===== src/rtl/multicycle_ctrl.sv =====
// multicycle_ctrl
//   Multicycle control FSM for the LEGv8-subset core. Sequences
//   FETCH -> DECODE -> EXEC -> (MEM) -> (WB), drives the ALU operation and
//   operand select, resolves CBZ from the ALU zero flag, handshakes with the
//   instruction and data memories, traps illegal opcodes and memory timeouts,
//   and counts retired instructions.
//
// Ports
//   clk, rst       core clock, synchronous active-high reset
//   instr          instruction word, valid when imem_ready=1
//   imem_ready     imem read data valid
//   dmem_ready     dmem access complete
//   zero           ALU zero flag (used only in EXEC of CBZ)
//   imem_req       instruction fetch request
//   ir_load        load the datapath instruction register
//   dmem_req       data memory request
//   dmem_we        data memory write enable (qualifies dmem_req)
//   alu_op         AND=0000 ORR=0001 ADD=0010 SUB=0110 CPZ=0111
//   alu_src        0=register B, 1=sign-extended immediate
//   reg_write      register file write strobe
//   mem_to_reg     writeback source: 1=dmem data, 0=ALU result
//   pc_write       PC update strobe (one per retired instruction)
//   pc_src         0=PC+4, 1=branch target
//   illegal        sticky: undecodable opcode trapped
//   bus_err        sticky: memory handshake timeout
//   retire_count   retired instruction count, wraps
module multicycle_ctrl #(
  parameter int MEM_TIMEOUT = 16,
  parameter int CNT_W       = 32
) (
  input  logic             clk,
  input  logic             rst,
  input  logic [31:0]      instr,
  input  logic             imem_ready,
  input  logic             dmem_ready,
  input  logic             zero,
  output logic             imem_req,
  output logic             ir_load,
  output logic             dmem_req,
  output logic             dmem_we,
  output logic [3:0]       alu_op,
  output logic             alu_src,
  output logic             reg_write,
  output logic             mem_to_reg,
  output logic             pc_write,
  output logic             pc_src,
  output logic             illegal,
  output logic             bus_err,
  output logic [CNT_W-1:0] retire_count
);

  // Wide enough to hold MEM_TIMEOUT itself (MEM_TIMEOUT >= 1).
  localparam int TO_W = $clog2(MEM_TIMEOUT + 1);

  localparam logic [3:0] OP_AND = 4'b0000;
  localparam logic [3:0] OP_ORR = 4'b0001;
  localparam logic [3:0] OP_ADD = 4'b0010;
  localparam logic [3:0] OP_SUB = 4'b0110;
  localparam logic [3:0] OP_CPZ = 4'b0111;

  typedef enum logic [2:0] {
    S_FETCH, S_DECODE, S_EXEC, S_MEM, S_WB, S_TRAP
  } state_t;

  typedef enum logic [3:0] {
    C_ADD, C_SUB, C_AND, C_ORR, C_ADDI, C_SUBI,
    C_LDUR, C_STUR, C_CBZ, C_B, C_BAD
  } cls_t;

  state_t          state_reg;
  cls_t            cls_reg;
  cls_t            cls_dec;
  logic [10:0]     opcode_reg;
  logic [TO_W-1:0] wait_cnt_reg;
  logic [TO_W-1:0] wait_cnt_next;
  logic            timeout_hit;
  logic            illegal_reg;
  logic            bus_err_reg;
  logic [CNT_W-1:0] retire_count_reg;
  logic [3:0]      exec_op;
  logic            exec_src;
  logic            is_load;
  logic            is_store;
  logic            is_ri;
  logic            unused_instr_bits;

  // Only the opcode field is latched; the operand fields go straight to the
  // datapath instruction register.
  assign unused_instr_bits = ^instr[20:0];

  // Opcode classification. Field widths differ per format, so the shorter
  // opcodes are matched on their prefix only.
  always_comb begin
    cls_dec = C_BAD;
    if      (opcode_reg == 11'b10001011000)       cls_dec = C_ADD;
    else if (opcode_reg == 11'b11001011000)       cls_dec = C_SUB;
    else if (opcode_reg == 11'b10001010000)       cls_dec = C_AND;
    else if (opcode_reg == 11'b10101010000)       cls_dec = C_ORR;
    else if (opcode_reg[10:1] == 10'b1001000100)  cls_dec = C_ADDI;
    else if (opcode_reg[10:1] == 10'b1101000100)  cls_dec = C_SUBI;
    else if (opcode_reg == 11'b11111000010)       cls_dec = C_LDUR;
    else if (opcode_reg == 11'b11111000000)       cls_dec = C_STUR;
    else if (opcode_reg[10:3] == 8'b10110100)     cls_dec = C_CBZ;
    else if (opcode_reg[10:5] == 6'b000101)       cls_dec = C_B;
  end

  // ALU control for the latched class, shared by EXEC and WB.
  always_comb begin
    exec_op  = OP_AND;
    exec_src = 1'b0;
    case (cls_reg)
      C_ADD:          exec_op = OP_ADD;
      C_SUB:          exec_op = OP_SUB;
      C_AND:          exec_op = OP_AND;
      C_ORR:          exec_op = OP_ORR;
      C_ADDI:         begin exec_op = OP_ADD; exec_src = 1'b1; end
      C_SUBI:         begin exec_op = OP_SUB; exec_src = 1'b1; end
      C_LDUR, C_STUR: begin exec_op = OP_ADD; exec_src = 1'b1; end
      C_CBZ:          exec_op = OP_CPZ;
      default:        ;
    endcase
  end

  assign is_load  = (cls_reg == C_LDUR);
  assign is_store = (cls_reg == C_STUR);
  assign is_ri    = (cls_reg == C_ADD) || (cls_reg == C_SUB) ||
                    (cls_reg == C_AND) || (cls_reg == C_ORR) ||
                    (cls_reg == C_ADDI) || (cls_reg == C_SUBI);

  // The wait counter counts ready-low cycles; a timeout fires when this
  // cycle's count would reach MEM_TIMEOUT. Callers qualify with ready low,
  // so a ready arriving on that same cycle still wins.
  assign wait_cnt_next = wait_cnt_reg + TO_W'(1);
  assign timeout_hit   = (wait_cnt_next == TO_W'(MEM_TIMEOUT));

  // Outputs: decoded from state and latched class, qualified by the live
  // ready/zero inputs. Everything is forced low while rst is asserted.
  always_comb begin
    imem_req   = 1'b0;
    ir_load    = 1'b0;
    dmem_req   = 1'b0;
    dmem_we    = 1'b0;
    alu_op     = OP_AND;
    alu_src    = 1'b0;
    reg_write  = 1'b0;
    mem_to_reg = 1'b0;
    pc_write   = 1'b0;
    pc_src     = 1'b0;
    if (!rst) begin
      case (state_reg)
        S_FETCH: begin
          imem_req = 1'b1;
          ir_load  = imem_ready;
        end
        S_EXEC: begin
          alu_op  = exec_op;
          alu_src = exec_src;
          if (cls_reg == C_CBZ) begin
            pc_write = 1'b1;
            pc_src   = zero;
          end else if (cls_reg == C_B) begin
            pc_write = 1'b1;
            pc_src   = 1'b1;
          end
        end
        S_MEM: begin
          alu_op   = OP_ADD;
          alu_src  = 1'b1;
          dmem_req = 1'b1;
          dmem_we  = is_store;
          // A store retires on its completion cycle; no WB visit.
          pc_write = is_store && dmem_ready;
        end
        S_WB: begin
          reg_write  = 1'b1;
          mem_to_reg = is_load;
          pc_write   = 1'b1;
          if (is_ri) begin
            alu_op  = exec_op;
            alu_src = exec_src;
          end
        end
        default: ;
      endcase
    end
  end

  assign illegal      = illegal_reg & ~rst;
  assign bus_err      = bus_err_reg & ~rst;
  assign retire_count = rst ? '0 : retire_count_reg;

  always_ff @(posedge clk) begin
    if (rst) begin
      state_reg        <= S_FETCH;
      cls_reg          <= C_BAD;
      opcode_reg       <= '0;
      wait_cnt_reg     <= '0;
      illegal_reg      <= 1'b0;
      bus_err_reg      <= 1'b0;
      retire_count_reg <= '0;
    end else begin
      // Every retirement is marked by exactly one pc_write cycle.
      if (pc_write) begin
        retire_count_reg <= retire_count_reg + CNT_W'(1);
      end
      case (state_reg)
        S_FETCH: begin
          if (imem_ready) begin
            opcode_reg <= instr[31:21];
            state_reg  <= S_DECODE;
          end else if (timeout_hit) begin
            bus_err_reg <= 1'b1;
            state_reg   <= S_TRAP;
          end else begin
            wait_cnt_reg <= wait_cnt_next;
          end
        end
        S_DECODE: begin
          cls_reg <= cls_dec;
          if (cls_dec == C_BAD) begin
            illegal_reg <= 1'b1;
            state_reg   <= S_TRAP;
          end else begin
            state_reg <= S_EXEC;
          end
        end
        S_EXEC: begin
          wait_cnt_reg <= '0;
          case (cls_reg)
            C_LDUR, C_STUR: state_reg <= S_MEM;
            C_CBZ, C_B:     state_reg <= S_FETCH;
            default:        state_reg <= S_WB;
          endcase
        end
        S_MEM: begin
          if (dmem_ready) begin
            wait_cnt_reg <= '0;
            state_reg    <= is_store ? S_FETCH : S_WB;
          end else if (timeout_hit) begin
            bus_err_reg <= 1'b1;
            state_reg   <= S_TRAP;
          end else begin
            wait_cnt_reg <= wait_cnt_next;
          end
        end
        S_WB: begin
          wait_cnt_reg <= '0;
          state_reg    <= S_FETCH;
        end
        S_TRAP: state_reg <= S_TRAP;
        default: state_reg <= S_TRAP;
      endcase
    end
  end

endmodule


===== config.mk =====
export PLATFORM = sky130hd
export DESIGN_NAME = multicycle_ctrl
export DESIGN_NICKNAME = d
export VERILOG_FILES = /design/src/rtl/multicycle_ctrl.sv
export SDC_FILE = /design/constraint.sdc
export NUM_CORES = 1
export LEC_CHECK = 0
export CAP_MARGIN = 20
export CELL_PAD_IN_SITES_DETAIL_PLACEMENT = 0
export CELL_PAD_IN_SITES_GLOBAL_PLACEMENT = 2
export CORE_MARGIN = 10
export CORE_UTILIZATION = 28
export DETAILED_ROUTE_END_ITERATION = 6
export GPL_ROUTABILITY_DRIVEN = 0
export PLACE_DENSITY_LB_ADDON = 0.1
export SYNTH_ARGS = -nofsm -noshare
export SYNTH_HDL_FRONTEND = slang
export SYNTH_SLANG_ARGS = --single-unit

===== constraint.sdc =====
create_clock -name clk -period 2.5 [get_ports clk]
set_clock_uncertainty 0.15 [all_clocks]
set_input_delay 0.25 -clock clk [delete_from_list [all_inputs] [get_ports clk]]
set_output_delay 0.25 -clock clk [all_outputs]
set_load 0.05 [all_outputs]

* Word level (Yosys, flattened, before mapping)
Cells that the tools add are included.
** Word-level totals
- Flip-flop bits (word level) :: 57
- Input bits :: 37
- Output and inout port bits :: 47
- Word-level logic and storage cells :: 112
** Operators by class
- Add/sub/neg operators :: 2
- Equal/unequal tests :: 27
- Multiplexer cells :: 53
- Bitwise operators :: 3
- Reduce and logical (&&, ||, !) cells :: 20
** Operator list (count)
- 11-bit equality test (second input constant) :: 6
- 4-bit two-way mux :: 10
- 32-bit by 1-bit adder with 32-bit output (second input constant) :: 1
- 32-bit two-way mux :: 1
- 1-bit two-way mux :: 24
- 10-bit equality test (second input constant) :: 2
- 4-bit by 3-bit equality test with 1-bit output (second input constant) :: 4
- 3-bit two-way mux :: 5
- 5-bit two-way mux :: 3
- 3-bit one-hot mux with 5 select lines :: 1
- 5-bit one-hot mux with 3 select lines :: 1
- 4-bit equality test (second input constant) :: 3
- 3-bit one-hot mux with 4 select lines :: 1
- 4-bit one-hot mux with 3 select lines :: 1
- 4-bit by 2-bit equality test with 1-bit output (second input constant) :: 2
- 8-bit equality test (second input constant) :: 1
- 2-bit OR reduction :: 4
- 4-bit OR reduction :: 2
- 3-bit by 2-bit equality test with 1-bit output (second input constant) :: 2
- 6-bit by 3-bit equality test with 1-bit output (second input constant) :: 1
- 1-bit one-hot mux with 3 select lines :: 2
- 3-bit one-hot mux with 2 select lines :: 1
- 2-bit AND reduction :: 3
- 5-bit by 1-bit adder with 5-bit output (second input constant) :: 1
- 16 further kinds :: 23

* Depth between registers and ports, before layout
- Depth in word-level cells :: 14
- Mapped depth :: 6
- Depth with buffers taken out :: 6

* Worst setup path after synthesis
OpenSTA, ideal clock, no wires.
- Path kind :: reg-to-reg
- Start :: register state_reg[2]
- End :: register opcode_reg[0]
- Data arrival time :: 3242 ps
- Required time :: 2290 ps
- Slack :: -952 ps
- Cell stages (with the launch flop) :: 6
- Period minus slack after synthesis :: 3452 ps
- Cell sequence :: dfxtp_1 clkbuf_1 nor4_1 and2_1 clkbuf_1 a22o_1
** On the way
- Cells in the longest elaborated chain, start to end :: 2
** RTL lines
- from (decl) :: RTL line 70 : state_t state_reg;
- from (signal assigned) :: RTL line 238 : state_reg <= is_store ? S_FETCH : S_WB;
- 3-bit logical NOT :: RTL line 206 : case (state_reg)
- 2-bit AND reduction (no line)
- to (signal assigned) :: RTL line 209 : opcode_reg <= instr[31:21];
- to (decl) :: RTL line 73 : logic [10:0] opcode_reg;
No other way between the ends.
A chain may end at the register's enable or synchronous reset.

* Final worst setup path
- Start :: register state_reg[0]
- End :: output port alu_op[1]
** On the way
- Cells in the longest elaborated chain, start to end :: 3
- Elaborated cells between the ends (all ways) :: 5
** RTL lines
- 3-bit equality test / 3-bit by 2-bit equality test with 1-bit output (equally long branches) :: RTL line 150 : case (state_reg)
- 4-bit one-hot mux with 3 select lines * :: RTL line 150
- 4-bit two-way mux * :: RTL line 149 : if (!rst) begin
- to (decl) :: RTL line 41 : output logic [3:0] alu_op,
Mark *: on every way between the ends. The rest lies on a longest branch, timed or not.

==> reports/qor.yml <==
outcome: "finished clean"
period_needed_ps: 2390
grt_pass1_vias: 3106
viasPerCell: 4.96
hold_depth: 3
dpl.hpwl_um: 7030
grt_max_degree: 56
yosys_warnings: 0
grt_use_met2: 0.189
ys_ff_latch: 57
tightest_slew_ps: 559
rsz0062_at_grt: "false"
core_um2: 11400
io_buffers: 61
crit_family: "compound AO/OA/AOI/OAI gates"
synthArstFlopShare: 0
clock_latency_ps: 330
cts_tree: "done"
slew_violations: 0
synth_cells: 395
slowest_delay_ps: 380
synth_flop_cell: "dfxtp_1"
slowest_stage: "dfxtp_2"
totalWireLength_um: 9460
path_clk_slew_ps: 50
drc: 0
cp_common_cell: "o22a_1"
initial_core_util: 0.287
whs_ps: 240
worst_slack_ps: 110
cp_data_required_time_ps: 2100
use_met1: 0.141
reg2reg_setup_slack_ps: 260
drive_gt1_frac: 0.216
hold_buffers: 0
fin_nets: 522
fp-row-count: 39
slew_headroom: 0.618
yosysSeqAreaShare: 0.349
min_period_over_period: 0.956
crit_chain: "nor2_4, nand2_1, o22a_1, o22a_1, o32ai_2, buf_12"
synth_top_area_share: 0.349
holdCritPathClass: "input port to flop"
hp-start: "rst"
die_y_um: 128
synth-edff-count: 0
maxCapViolCount: 0
pre_cts_ws_ps: 169
syn_avg_cell_area_um2: 8.29
power.leakage_nw: 1.72
largest_reg_flops: 32
path_buf_inv: 1
antenna_left: 0
first_pass_iters: 4
worstSetupPathType: "flop to output pin"
end_kind: "output pin"
holdPathEnd: "retire_count_reg[3]"
cts_root_buffer: "clkbuf_16"
synthesis.area_um2: 3270
antenna_found_initial: 0
synth_top_cell_by_area: "dfxtp_1"
max-clock-path-buffers: 2
ff2ff_path_depth: 6
grt_pass1_wl_um: 15700
grt_usage: 0.117
cts_buffers: 9
fill_cells: 1192
r2r-end: "retire_count_reg[22]"
h-tree-depth: 3
r2r-start: "cls_reg[1]"
start_kind: "flop"
diodes: 0
worstPathMaxFanout: 9
hold_viol: 0
mostFrequentLayoutCells: "dfxtp_1 (55), buf_4 (50), nor2_1 (46)"
area_delta_synth_final_pct: 42.5
dp_cells: 612
met3_usage: 0.0422
mostFrequentLayoutCell: "dfxtp_1"
post_synth_num_cell_types: 65
dieArea_um2: 16400
tns_ps: 0
gr-total-overflow: 0
cp_data_arrival_time_ps: 1990
multi_input_area_um2: 2040
wl_per_cell_um: 15.0
vias: 3122
synth.area.top_cells: "dfxtp_1 (35%), nor2b_1 (7.1%), nor2_1 (5.3%)"
clock-sinks: 57
cellPowerDensity_nw_per_um2: 614
seqCellArea_um2: 1150
drtIter0Drc: 219
max_freq_ghz: 0.418
ir_worst_vdd_uv: 314
synth_nets: 434
stdcell_count: 630
io_pins: 84
setup_viol: 0
grt-busiest-layer: "met2"
fp.dieW_um: 128
-- stage by stage --
stage	power (mW)	util	cell area [um^2]
global route	3.01	0.409	4670
finish	2.86	0.409	4670
global placement	1.51	0.377	4300
floorplan	1.32	-	3300
detailed placement	1.51	0.377	4300
CTS	2.90	0.406	4640
-- cell type report --
class,count,area share
clock buffers,13,0.0579
clock inverters,2,0.0129
inverters,4,0.00322
multi-input cells,314,0.438
flip-flops and latches,57,0.246
well taps,143,0.0383
repair buffers,97,0.204
-- cell families after synthesis --
logic type	synth area share
xor gates and xnor gates	0.0321
other	0.00115
AOI/OAI and AO/OA	0.183
adders and majority gates	0.00764
muxes	0.0543
buffers and inverters	0.0359
and+or+nand+nor	0.338
DFF	0.349
-- worst max-delay path by stage --
stage / start / end / slack, ps / cells past startpoint
finish: state_reg[0] / alu_op[1] / 110 / 6
global route: state_reg[0] / alu_op[1] / 2 / 6
CTS: state_reg[0] / alu_op[1] / 0.6 / 6
detailed placement: state_reg[1] / retire_count_reg[20] / 170 / 7
global placement: dmem_ready / retire_count_reg[20] / 180 / 7
floorplan: state_reg[1] / opcode_reg[0] / -310 / 5
-- worst reg2reg max path, delay by kind of cell, from the launching register on --
kind	cells	cell delay, ps
AO/OA/AOI/OAI	1	250
buffers and inverters	1	160
flip-flops	1	320
multiplexers	1	310
AND/OR/NAND/NOR	3	930
-- synth_stat cells, types with 4 or more instances --
cell type,instances
a2111oi_0,4
a211oi_1,6
a21oi_1,22
a22o_1,11
and3_1,5
and4b_1,4
clkbuf_1,11
dfxtp_1,57
inv_1,4
mux2_2,13
nand2_1,31
nand2b_1,6
nand3_1,14
nand4_1,7
nor2_1,46
nor2b_1,37
nor3_1,13
nor4_1,4
nor4bb_1,4
o21ai_0,14
or3_1,5
xnor2_1,11
-- per-layer routing --
layer / routed length, um / share of wire
met1: 4350 / 0.46
met2: 4460 / 0.47
met5: 0 / 0
met4: 113 / 0.012
met3: 538 / 0.057
-- timing repair --
item	in CTS	in global routing
gates resized for setup	2	2
pin swaps	0	1
endpoints found under the setup margin	1	2
buffers inserted	0	3
gates cloned	0	0
-- power breakdown --
part | internal, mW | switching [mW] | total [mW]
sequential | 0.959 | 0.0685 | 1.03
combinational | 0.222 | 0.248 | 0.470
clock | 0.948 | 0.420 | 1.37
(Power assumes the default switching activity.)
